File: src/rtl/ll_drain_if.sv
// Handshake bundle between the link-list drain engine and its neighbours.
// master = drain engine; slave = queues, link-list manager and completion sink.
interface ll_drain_if #(
  parameter int unsigned lpsz      = 8,
  parameter int unsigned channels  = 2,
  parameter int unsigned max_pages = 64
);
  localparam int unsigned lpdsz = lpsz + 1;
  localparam int unsigned chw   = (channels > 1) ? $clog2(channels) : 1;
  localparam int unsigned cntw  = $clog2(max_pages + 1);

  logic [channels-1:0]      op_srdy;
  logic [channels-1:0]      op_drdy;
  logic [channels*lpsz-1:0] op_page;
  logic                     rlp_srdy;
  logic                     rlp_drdy;
  logic [lpsz-1:0]          rlp_rd_page;
  logic                     rlpr_srdy;
  logic                     rlpr_drdy;
  logic [lpdsz-1:0]         rlpr_data;
  logic                     drf_srdy;
  logic                     drf_drdy;
  logic [2*lpsz-1:0]        drf_page_list;
  logic                     done_srdy;
  logic                     done_drdy;
  logic [chw-1:0]           done_chan;
  logic [cntw-1:0]          done_pgcount;
  logic                     done_err;

  modport master (
    input  op_srdy, op_page, rlp_drdy, rlpr_srdy, rlpr_data, drf_drdy, done_drdy,
    output op_drdy, rlp_srdy, rlp_rd_page, rlpr_drdy, drf_srdy, drf_page_list,
           done_srdy, done_chan, done_pgcount, done_err
  );

  modport slave (
    output op_srdy, op_page, rlp_drdy, rlpr_srdy, rlpr_data, drf_drdy, done_drdy,
    input  op_drdy, rlp_srdy, rlp_rd_page, rlpr_drdy, drf_srdy, drf_page_list,
           done_srdy, done_chan, done_pgcount, done_err
  );
endinterface

File: src/rtl/ll_drain_engine.sv
// Multi-channel packet drain: round-robin accept, walk the page chain via link
// reads, return freed pages to the free list and report per-packet completion.
module ll_drain_engine #(
  parameter int unsigned lpsz         = 8,
  parameter int unsigned lpdsz        = lpsz + 1,
  parameter int unsigned channels     = 2,
  parameter int unsigned max_pages    = 64,
  parameter bit          batch_return = 1'b1
) (
  input logic        clk,
  input logic        reset,
  ll_drain_if.master bus
);
  localparam int unsigned chw  = (channels > 1) ? $clog2(channels) : 1;
  localparam int unsigned cntw = $clog2(max_pages + 1);

  typedef enum logic [2:0] {StIdle, StReq, StResp, StRet, StDone} state_e;

  state_e            state_q, state_d;
  logic [chw-1:0]    rr_ptr_q, rr_ptr_d;
  logic [chw-1:0]    chan_q, chan_d;
  logic [lpsz-1:0]   start_q, start_d;
  logic [lpsz-1:0]   cur_q, cur_d;
  logic [lpsz-1:0]   nxt_q, nxt_d;
  logic [cntw-1:0]   pgcount_q, pgcount_d;
  logic              err_q, err_d;
  logic              last_q, last_d;

  logic              rlp_srdy_q, rlp_srdy_d;
  logic [lpsz-1:0]   rlp_rd_page_q, rlp_rd_page_d;
  logic              drf_srdy_q, drf_srdy_d;
  logic [2*lpsz-1:0] drf_list_q, drf_list_d;
  logic              done_srdy_q, done_srdy_d;
  logic [chw-1:0]    done_chan_q, done_chan_d;
  logic [cntw-1:0]   done_pgcount_q, done_pgcount_d;
  logic              done_err_q, done_err_d;

  logic [lpsz-1:0]   page_arr [channels];
  logic              grant_vld;
  logic [chw-1:0]    grant;
  logic [cntw-1:0]   pg_inc;
  logic              link_end;
  logic              hit_max;

  for (genvar c = 0; c < channels; c++) begin : g_page
    assign page_arr[c] = bus.op_page[c*lpsz +: lpsz];
  end

  // First requesting channel at or after rr_ptr, with wrap-around.
  always_comb begin
    int unsigned idx;
    grant_vld = 1'b0;
    grant     = '0;
    idx       = 0;
    for (int unsigned i = 0; i < channels; i++) begin
      idx = (32'(rr_ptr_q) + i) % channels;
      if (!grant_vld && bus.op_srdy[chw'(idx)]) begin
        grant_vld = 1'b1;
        grant     = chw'(idx);
      end
    end
  end

  always_comb begin
    bus.op_drdy = '0;
    if (state_q == StIdle && grant_vld && !reset) bus.op_drdy[grant] = 1'b1;
  end

  assign bus.rlpr_drdy = (state_q == StResp);

  assign pg_inc   = pgcount_q + 1'b1;
  assign link_end = bus.rlpr_data[lpdsz-1];
  assign hit_max  = (pg_inc == cntw'(max_pages));

  always_comb begin
    state_d        = state_q;
    rr_ptr_d       = rr_ptr_q;
    chan_d         = chan_q;
    start_d        = start_q;
    cur_d          = cur_q;
    nxt_d          = nxt_q;
    pgcount_d      = pgcount_q;
    err_d          = err_q;
    last_d         = last_q;
    rlp_srdy_d     = rlp_srdy_q;
    rlp_rd_page_d  = rlp_rd_page_q;
    drf_srdy_d     = drf_srdy_q;
    drf_list_d     = drf_list_q;
    done_srdy_d    = done_srdy_q;
    done_chan_d    = done_chan_q;
    done_pgcount_d = done_pgcount_q;
    done_err_d     = done_err_q;

    unique case (state_q)
      StIdle: begin
        if (grant_vld) begin
          start_d       = page_arr[grant];
          cur_d         = page_arr[grant];
          chan_d        = grant;
          pgcount_d     = '0;
          err_d         = 1'b0;
          last_d        = 1'b0;
          rr_ptr_d      = (32'(grant) == channels - 1) ? '0 : grant + 1'b1;
          rlp_srdy_d    = 1'b1;
          rlp_rd_page_d = page_arr[grant];
          state_d       = StReq;
        end
      end
      StReq: begin
        if (bus.rlp_drdy) begin
          rlp_srdy_d = 1'b0;
          state_d    = StResp;
        end
      end
      StResp: begin
        if (bus.rlpr_srdy) begin
          nxt_d     = bus.rlpr_data[lpsz-1:0];
          pgcount_d = pg_inc;
          last_d    = link_end | hit_max;
          err_d     = ~link_end & hit_max;
          if (!batch_return) begin
            drf_srdy_d = 1'b1;
            drf_list_d = {cur_q, cur_q};
            state_d    = StRet;
          end else if (link_end | hit_max) begin
            drf_srdy_d = 1'b1;
            drf_list_d = {start_q, cur_q};
            state_d    = StRet;
          end else begin
            cur_d         = bus.rlpr_data[lpsz-1:0];
            rlp_srdy_d    = 1'b1;
            rlp_rd_page_d = bus.rlpr_data[lpsz-1:0];
            state_d       = StReq;
          end
        end
      end
      StRet: begin
        if (bus.drf_drdy) begin
          drf_srdy_d = 1'b0;
          if (last_q) begin
            done_srdy_d    = 1'b1;
            done_chan_d    = chan_q;
            done_pgcount_d = pgcount_q;
            done_err_d     = err_q;
            state_d        = StDone;
          end else begin
            cur_d         = nxt_q;
            rlp_srdy_d    = 1'b1;
            rlp_rd_page_d = nxt_q;
            state_d       = StReq;
          end
        end
      end
      StDone: begin
        if (bus.done_drdy) begin
          done_srdy_d = 1'b0;
          state_d     = StIdle;
        end
      end
      default: state_d = StIdle;
    endcase
  end

  // Synchronous reset drops any packet in flight without emitting anything for it.
  always_ff @(posedge clk) begin
    if (reset) begin
      state_q        <= StIdle;
      rr_ptr_q       <= '0;
      chan_q         <= '0;
      start_q        <= '0;
      cur_q          <= '0;
      nxt_q          <= '0;
      pgcount_q      <= '0;
      err_q          <= 1'b0;
      last_q         <= 1'b0;
      rlp_srdy_q     <= 1'b0;
      rlp_rd_page_q  <= '0;
      drf_srdy_q     <= 1'b0;
      drf_list_q     <= '0;
      done_srdy_q    <= 1'b0;
      done_chan_q    <= '0;
      done_pgcount_q <= '0;
      done_err_q     <= 1'b0;
    end else begin
      state_q        <= state_d;
      rr_ptr_q       <= rr_ptr_d;
      chan_q         <= chan_d;
      start_q        <= start_d;
      cur_q          <= cur_d;
      nxt_q          <= nxt_d;
      pgcount_q      <= pgcount_d;
      err_q          <= err_d;
      last_q         <= last_d;
      rlp_srdy_q     <= rlp_srdy_d;
      rlp_rd_page_q  <= rlp_rd_page_d;
      drf_srdy_q     <= drf_srdy_d;
      drf_list_q     <= drf_list_d;
      done_srdy_q    <= done_srdy_d;
      done_chan_q    <= done_chan_d;
      done_pgcount_q <= done_pgcount_d;
      done_err_q     <= done_err_d;
    end
  end

  assign bus.rlp_srdy      = rlp_srdy_q;
  assign bus.rlp_rd_page   = rlp_rd_page_q;
  assign bus.drf_srdy      = drf_srdy_q;
  assign bus.drf_page_list = drf_list_q;
  assign bus.done_srdy     = done_srdy_q;
  assign bus.done_chan     = done_chan_q;
  assign bus.done_pgcount  = done_pgcount_q;
  assign bus.done_err      = done_err_q;
endmodule

File: src/flat_wrapper.sv
// flat-port wrapper written by rule: the top's interface ports become plain ports
module ll_drain_engine_flat 
#(
  parameter int unsigned lpsz         = 8,
  parameter int unsigned lpdsz        = lpsz + 1,
  parameter int unsigned channels     = 2,
  parameter int unsigned max_pages    = 64,
  parameter bit          batch_return = 1'b1
)
  (clk, reset, bus_op_srdy, bus_op_page, bus_rlp_drdy, bus_rlpr_srdy, bus_rlpr_data, bus_drf_drdy, bus_done_drdy, bus_op_drdy, bus_rlp_srdy, bus_rlp_rd_page, bus_rlpr_drdy, bus_drf_srdy, bus_drf_page_list, bus_done_srdy, bus_done_chan, bus_done_pgcount, bus_done_err);
  ll_drain_if #(.lpsz(lpsz), .channels(channels), .max_pages(max_pages)) bus_i ();
  input logic clk;
  input logic reset;
  input wire logic [$bits(bus_i.op_srdy)-1:0] bus_op_srdy;
  input wire logic [$bits(bus_i.op_page)-1:0] bus_op_page;
  input wire logic [$bits(bus_i.rlp_drdy)-1:0] bus_rlp_drdy;
  input wire logic [$bits(bus_i.rlpr_srdy)-1:0] bus_rlpr_srdy;
  input wire logic [$bits(bus_i.rlpr_data)-1:0] bus_rlpr_data;
  input wire logic [$bits(bus_i.drf_drdy)-1:0] bus_drf_drdy;
  input wire logic [$bits(bus_i.done_drdy)-1:0] bus_done_drdy;
  output wire logic [$bits(bus_i.op_drdy)-1:0] bus_op_drdy;
  output wire logic [$bits(bus_i.rlp_srdy)-1:0] bus_rlp_srdy;
  output wire logic [$bits(bus_i.rlp_rd_page)-1:0] bus_rlp_rd_page;
  output wire logic [$bits(bus_i.rlpr_drdy)-1:0] bus_rlpr_drdy;
  output wire logic [$bits(bus_i.drf_srdy)-1:0] bus_drf_srdy;
  output wire logic [$bits(bus_i.drf_page_list)-1:0] bus_drf_page_list;
  output wire logic [$bits(bus_i.done_srdy)-1:0] bus_done_srdy;
  output wire logic [$bits(bus_i.done_chan)-1:0] bus_done_chan;
  output wire logic [$bits(bus_i.done_pgcount)-1:0] bus_done_pgcount;
  output wire logic [$bits(bus_i.done_err)-1:0] bus_done_err;
  assign bus_i.op_srdy = bus_op_srdy;
  assign bus_i.op_page = bus_op_page;
  assign bus_i.rlp_drdy = bus_rlp_drdy;
  assign bus_i.rlpr_srdy = bus_rlpr_srdy;
  assign bus_i.rlpr_data = bus_rlpr_data;
  assign bus_i.drf_drdy = bus_drf_drdy;
  assign bus_i.done_drdy = bus_done_drdy;
  assign bus_op_drdy = bus_i.op_drdy;
  assign bus_rlp_srdy = bus_i.rlp_srdy;
  assign bus_rlp_rd_page = bus_i.rlp_rd_page;
  assign bus_rlpr_drdy = bus_i.rlpr_drdy;
  assign bus_drf_srdy = bus_i.drf_srdy;
  assign bus_drf_page_list = bus_i.drf_page_list;
  assign bus_done_srdy = bus_i.done_srdy;
  assign bus_done_chan = bus_i.done_chan;
  assign bus_done_pgcount = bus_i.done_pgcount;
  assign bus_done_err = bus_i.done_err;
  ll_drain_engine #(.lpsz(lpsz), .lpdsz(lpdsz), .channels(channels), .max_pages(max_pages), .batch_return(batch_return)) u_core (.clk(clk), .reset(reset), .bus(bus_i));
endmodule
File: config.mk
export PLATFORM = sky130hd
export DESIGN_NAME = ll_drain_engine_flat
export DESIGN_NICKNAME = d
export VERILOG_FILES = /design/src/rtl/ll_drain_if.sv /design/src/rtl/ll_drain_engine.sv /design/src/flat_wrapper.sv
export SDC_FILE = /design/constraint.sdc
export NUM_CORES = 1
export LEC_CHECK = 0
export BUFFER_PORTS_ARGS = -buffer_cell sky130_fd_sc_hd__buf_4
export CORE_ASPECT_RATIO = 1.1
export CORE_MARGIN = 1
export CORE_UTILIZATION = 35
export DETAILED_ROUTE_END_ITERATION = 6
export PLACE_DENSITY = 0.6
export SYNTH_ARGS = -nofsm -noshare
export SYNTH_HDL_FRONTEND = slang
export SYNTH_SLANG_ARGS = --single-unit
export TNS_END_PERCENT = 100
File: constraint.sdc
create_clock -name clk -period 2 [get_ports clk]
set_input_delay 0.1 -clock clk [delete_from_list [all_inputs] [get_ports clk]]
set_output_delay 0.1 -clock clk [all_outputs]
set_load 0.03 [all_outputs]
==> impl_results.md <==
* Outcome: finished clean
* Avg WL per Cell at 14.33 um
* Crit-path most repeated cell: buf_4
* Largest net degree at the start of global routing at 75
* TritonCTS Buffers at 9
* DRC at 0
* Net count, final at 458
* Fraction of the mapped netlist area in adder cells at 0.4005%
* Die W at 92.08 um
* Final-report setup violation count at 0
* DRT iter0 DRCs at 109
* CTS Sinks at 66
* Final RePlAce weighted congestion at 0.8071
* Post-detail-place hpwl at 5.517 mm
* Post-Route Setup TNS at 0 ns
* Overall routing resource usage at 17.67%
* Netlist cell types at 46
* Leakage at 1.782 nW
* RSZ-0062 raised after global routing: false
* DIE HEIGHT at 101.1 um
* Fillers at 824
* Pre-antenna DRT Iters at 4
* Slew HR at 57.22%
* Core ar. at 8539 um^2
* H-tree depth at 3
* Max Fclk at 516.1 MHz
* Hold Path Class: in2reg
* ANT cells at 0
* Tmin final at 1.938 ns
* Average cell area after synthesis at 8.978 um^2
* Largest family of logic cells by synthesized area: simple AND/OR/NAND/NOR gates
* Simple-Gate Fraction of Synth Area at 23.07%
* Mapped Cells at 348
* # placed instances at 522
* Final WL at 7.736 mm
* Flip-flop and latch count after synthesis at 66
* Vias at 2676
* Post-synth EDFFs at 0
* MaxCap Viol Count at 0
* Pwr Total at 3.433 mW
* Vias in the first global route at 2579
* Synthesized cell area at 3124 um^2
* Clock transition at path regs at 0.07 ns
* Peak VDD IR at 0.3528 mV
* Final Hold Fails at 0
* Fraction of synthesized cell area in xor and xnor cells at 0.2803%
* Synth top area cells: dfxtp_1 42%, mux2i_1 13%, nand2b_1 7.0%
* Crit-path cells: buf_4 -> or4_4 -> nor3b_1 -> buf_4
* Synth top area share at 42.29%
* Worst path top cell family by delay: simple AND/OR/NAND/NOR gates
* Area Overhead vs Synth at 28.23%
* Post-Layout Cell Count at 540
* Crit-path slowest cell: or4_4
* Compound-gate portion of the synthesized area at 15.90%
* Final Hold Slack at 0.01155 ns
* Clock Tree Buf Depth at 2
* CP Max Fanout at 13
* Clock skew at 0.009646 ns
* Cell Pwr Density at 857.0 nW/um^2
* Place WS at 0.1543 ns
* CP arrival at 1.84 ns
* Critical path type: reg2out
* CP peak stage delay at 0.53 ns
* CTS tree: done
* Fin worst setup slack at 0.06227 ns
* Worst path depth at 4
* Critical path buffers and inverters at 2
* DIE AREA at 9308 um^2
* Initial Util at 36.59%
* Detail Route Antenna Nets at 0
* Worst path required time at 1.90 ns
* Post-Syn Nets at 382
* Dominant synthesized flop cell: dfxtp_1
* Via density at 4.956
* Io pins at 72
* Gr ovfl total at 0
* Seq/Total Area, Yosys at 42.29%
* Syn. warnings at 0
* Hold Path Stages at 3
* First-pass GRT wire length at 12.77 mm
* Leading area contributor after synthesis: dfxtp_1
* Commonest cells after routing, fill and taps aside: 87 x buf_4, 62 x dfxtp_1, 41 x mux2i_1
* Max-slew violation count at 0
* Worst-Skew Late Latency at 0.35 ns
* R2R depth at 7
* Multiplexer share of the synthesized area at 13.14%
* Ratio of cells with drive above 1 in the final layout at 27.04%
* Floorplan row count at 35
* Antenna violations before repair at 0
* CP endpoint kind: output port
* Root Driver: clkbuf_8
* Crit share post-route at 96.89%
* Most common cell after layout, fill and taps aside: buf_4
* Actual slew at the worst max-slew pin at 0.6417 ns
* Fraction of registers with async set/reset at 0%
* Critical Path Start Type: register
* I/O Buffers at 71
-- stage by stage --
step / utilization, % / area [um^2]
detailed placement: 44.56 / 3805
global placement: 44.56 / 3805
finish: 46.92 / 4006
CTS: 46.83 / 3999
global route: 46.92 / 4006
floorplan: - / 3124
-- power by group --
part           internal, mW  switching [mW]
registers              1.43          0.0935
logic                 0.394           0.521
clock network         0.451           0.541
total                  2.28            1.16
-- cells in the mapped netlist, drive strengths merged, types with 9 or more instances --
library cell / number
nand2: 23
nor2: 35
a211o: 9
nand2b: 35
and2: 10
a21oi: 23
buf: 13
clkbuf: 12
a211oi: 16
dfxtp: 66
mux2i: 41
o21ai: 10
-- logic make-up after synthesis --
kind of cell,Yosys count
AO/OA/AOI/OAI,75
XOR/XNOR,1
adder cells (fa/ha/maj),1
buffers and inverters,31
flip-flops,66
multiplexers,41
AND/OR/NAND/NOR,133
-- final cells by class --
cell class                 instances  area, um^2  share of cell area [%]
tap                              111       138.9                   3.467
clock buffer                      10       127.6                   3.186
inverter                           6       22.52                  0.5621
clock inverter                     6       42.54                   1.062
sequential                        66        1326                   33.10
timing repair buffer              90       693.2                   17.30
multi-input combinational        251        1655                   41.32
-- final timing paths --
path              slack, ns                           to                 from
setup / recovery       0.06               bus_op_drdy[0]    u_core.state_q[1]
hold / removal         0.01              u_core.nxt_q[3]     bus_rlpr_data[3]
setup reg to reg       0.27  u_core.bus.drf_page_list[7]  u_core.pgcount_q[0]
hold reg to reg        0.45              u_core.nxt_q[7]      u_core.nxt_q[7]
-- layer usage --
metal	vias to the layer above	part of all wire [%]	track usage [%]	routed length [um]
li1	1390	-	-	-
met1	1190	47	23.25	3642
met2	85	46	28.24	3536
met3	11	5.4	3.997	421
met4	0	1.8	6.611	136
met5	-	0	0	0
-- flip-flops by register name, indices dropped and copies added (netlist names) --
name	flops
u_core.bus.done_err	1
u_core.bus.done_chan	1
u_core.bus.done_pgcount	7
u_core.rr_ptr_q	1
u_core.last_q	1
u_core.cur_q	8
u_core.chan_q	1
u_core.nxt_q	8
u_core.start_q	8
u_core.bus.rlp_srdy	1
u_core.bus.drf_srdy	1
u_core.state_q	3
u_core.bus.drf_page_list	16
u_core.pgcount_q	7
u_core.err_q	1
u_core.bus.done_srdy	1
-- worst register-to-register path, delay by kind of cell (launching register included) --
family	cells	cell delay (ns)
flip-flops	1	0.40
AO/OA/AOI/OAI	2	0.40
adder cells (fa/ha/maj)	1	0.24
buffers and inverters	1	0.20
multiplexers	1	0.20
XOR/XNOR	1	0.13
AND/OR/NAND/NOR	1	0.09
-- repair_timing --
| item | in CTS | in global routing |
|---|---|---|
| hold buffers | 2 | 0 |
| buffers inserted | 0 | 0 |
| gates resized for setup | 1 | 5 |
| endpoints found under the setup margin | 1 | 24 |
| endpoints found under the hold margin | 2 | 0 |
(Power assumes the default switching activity.)
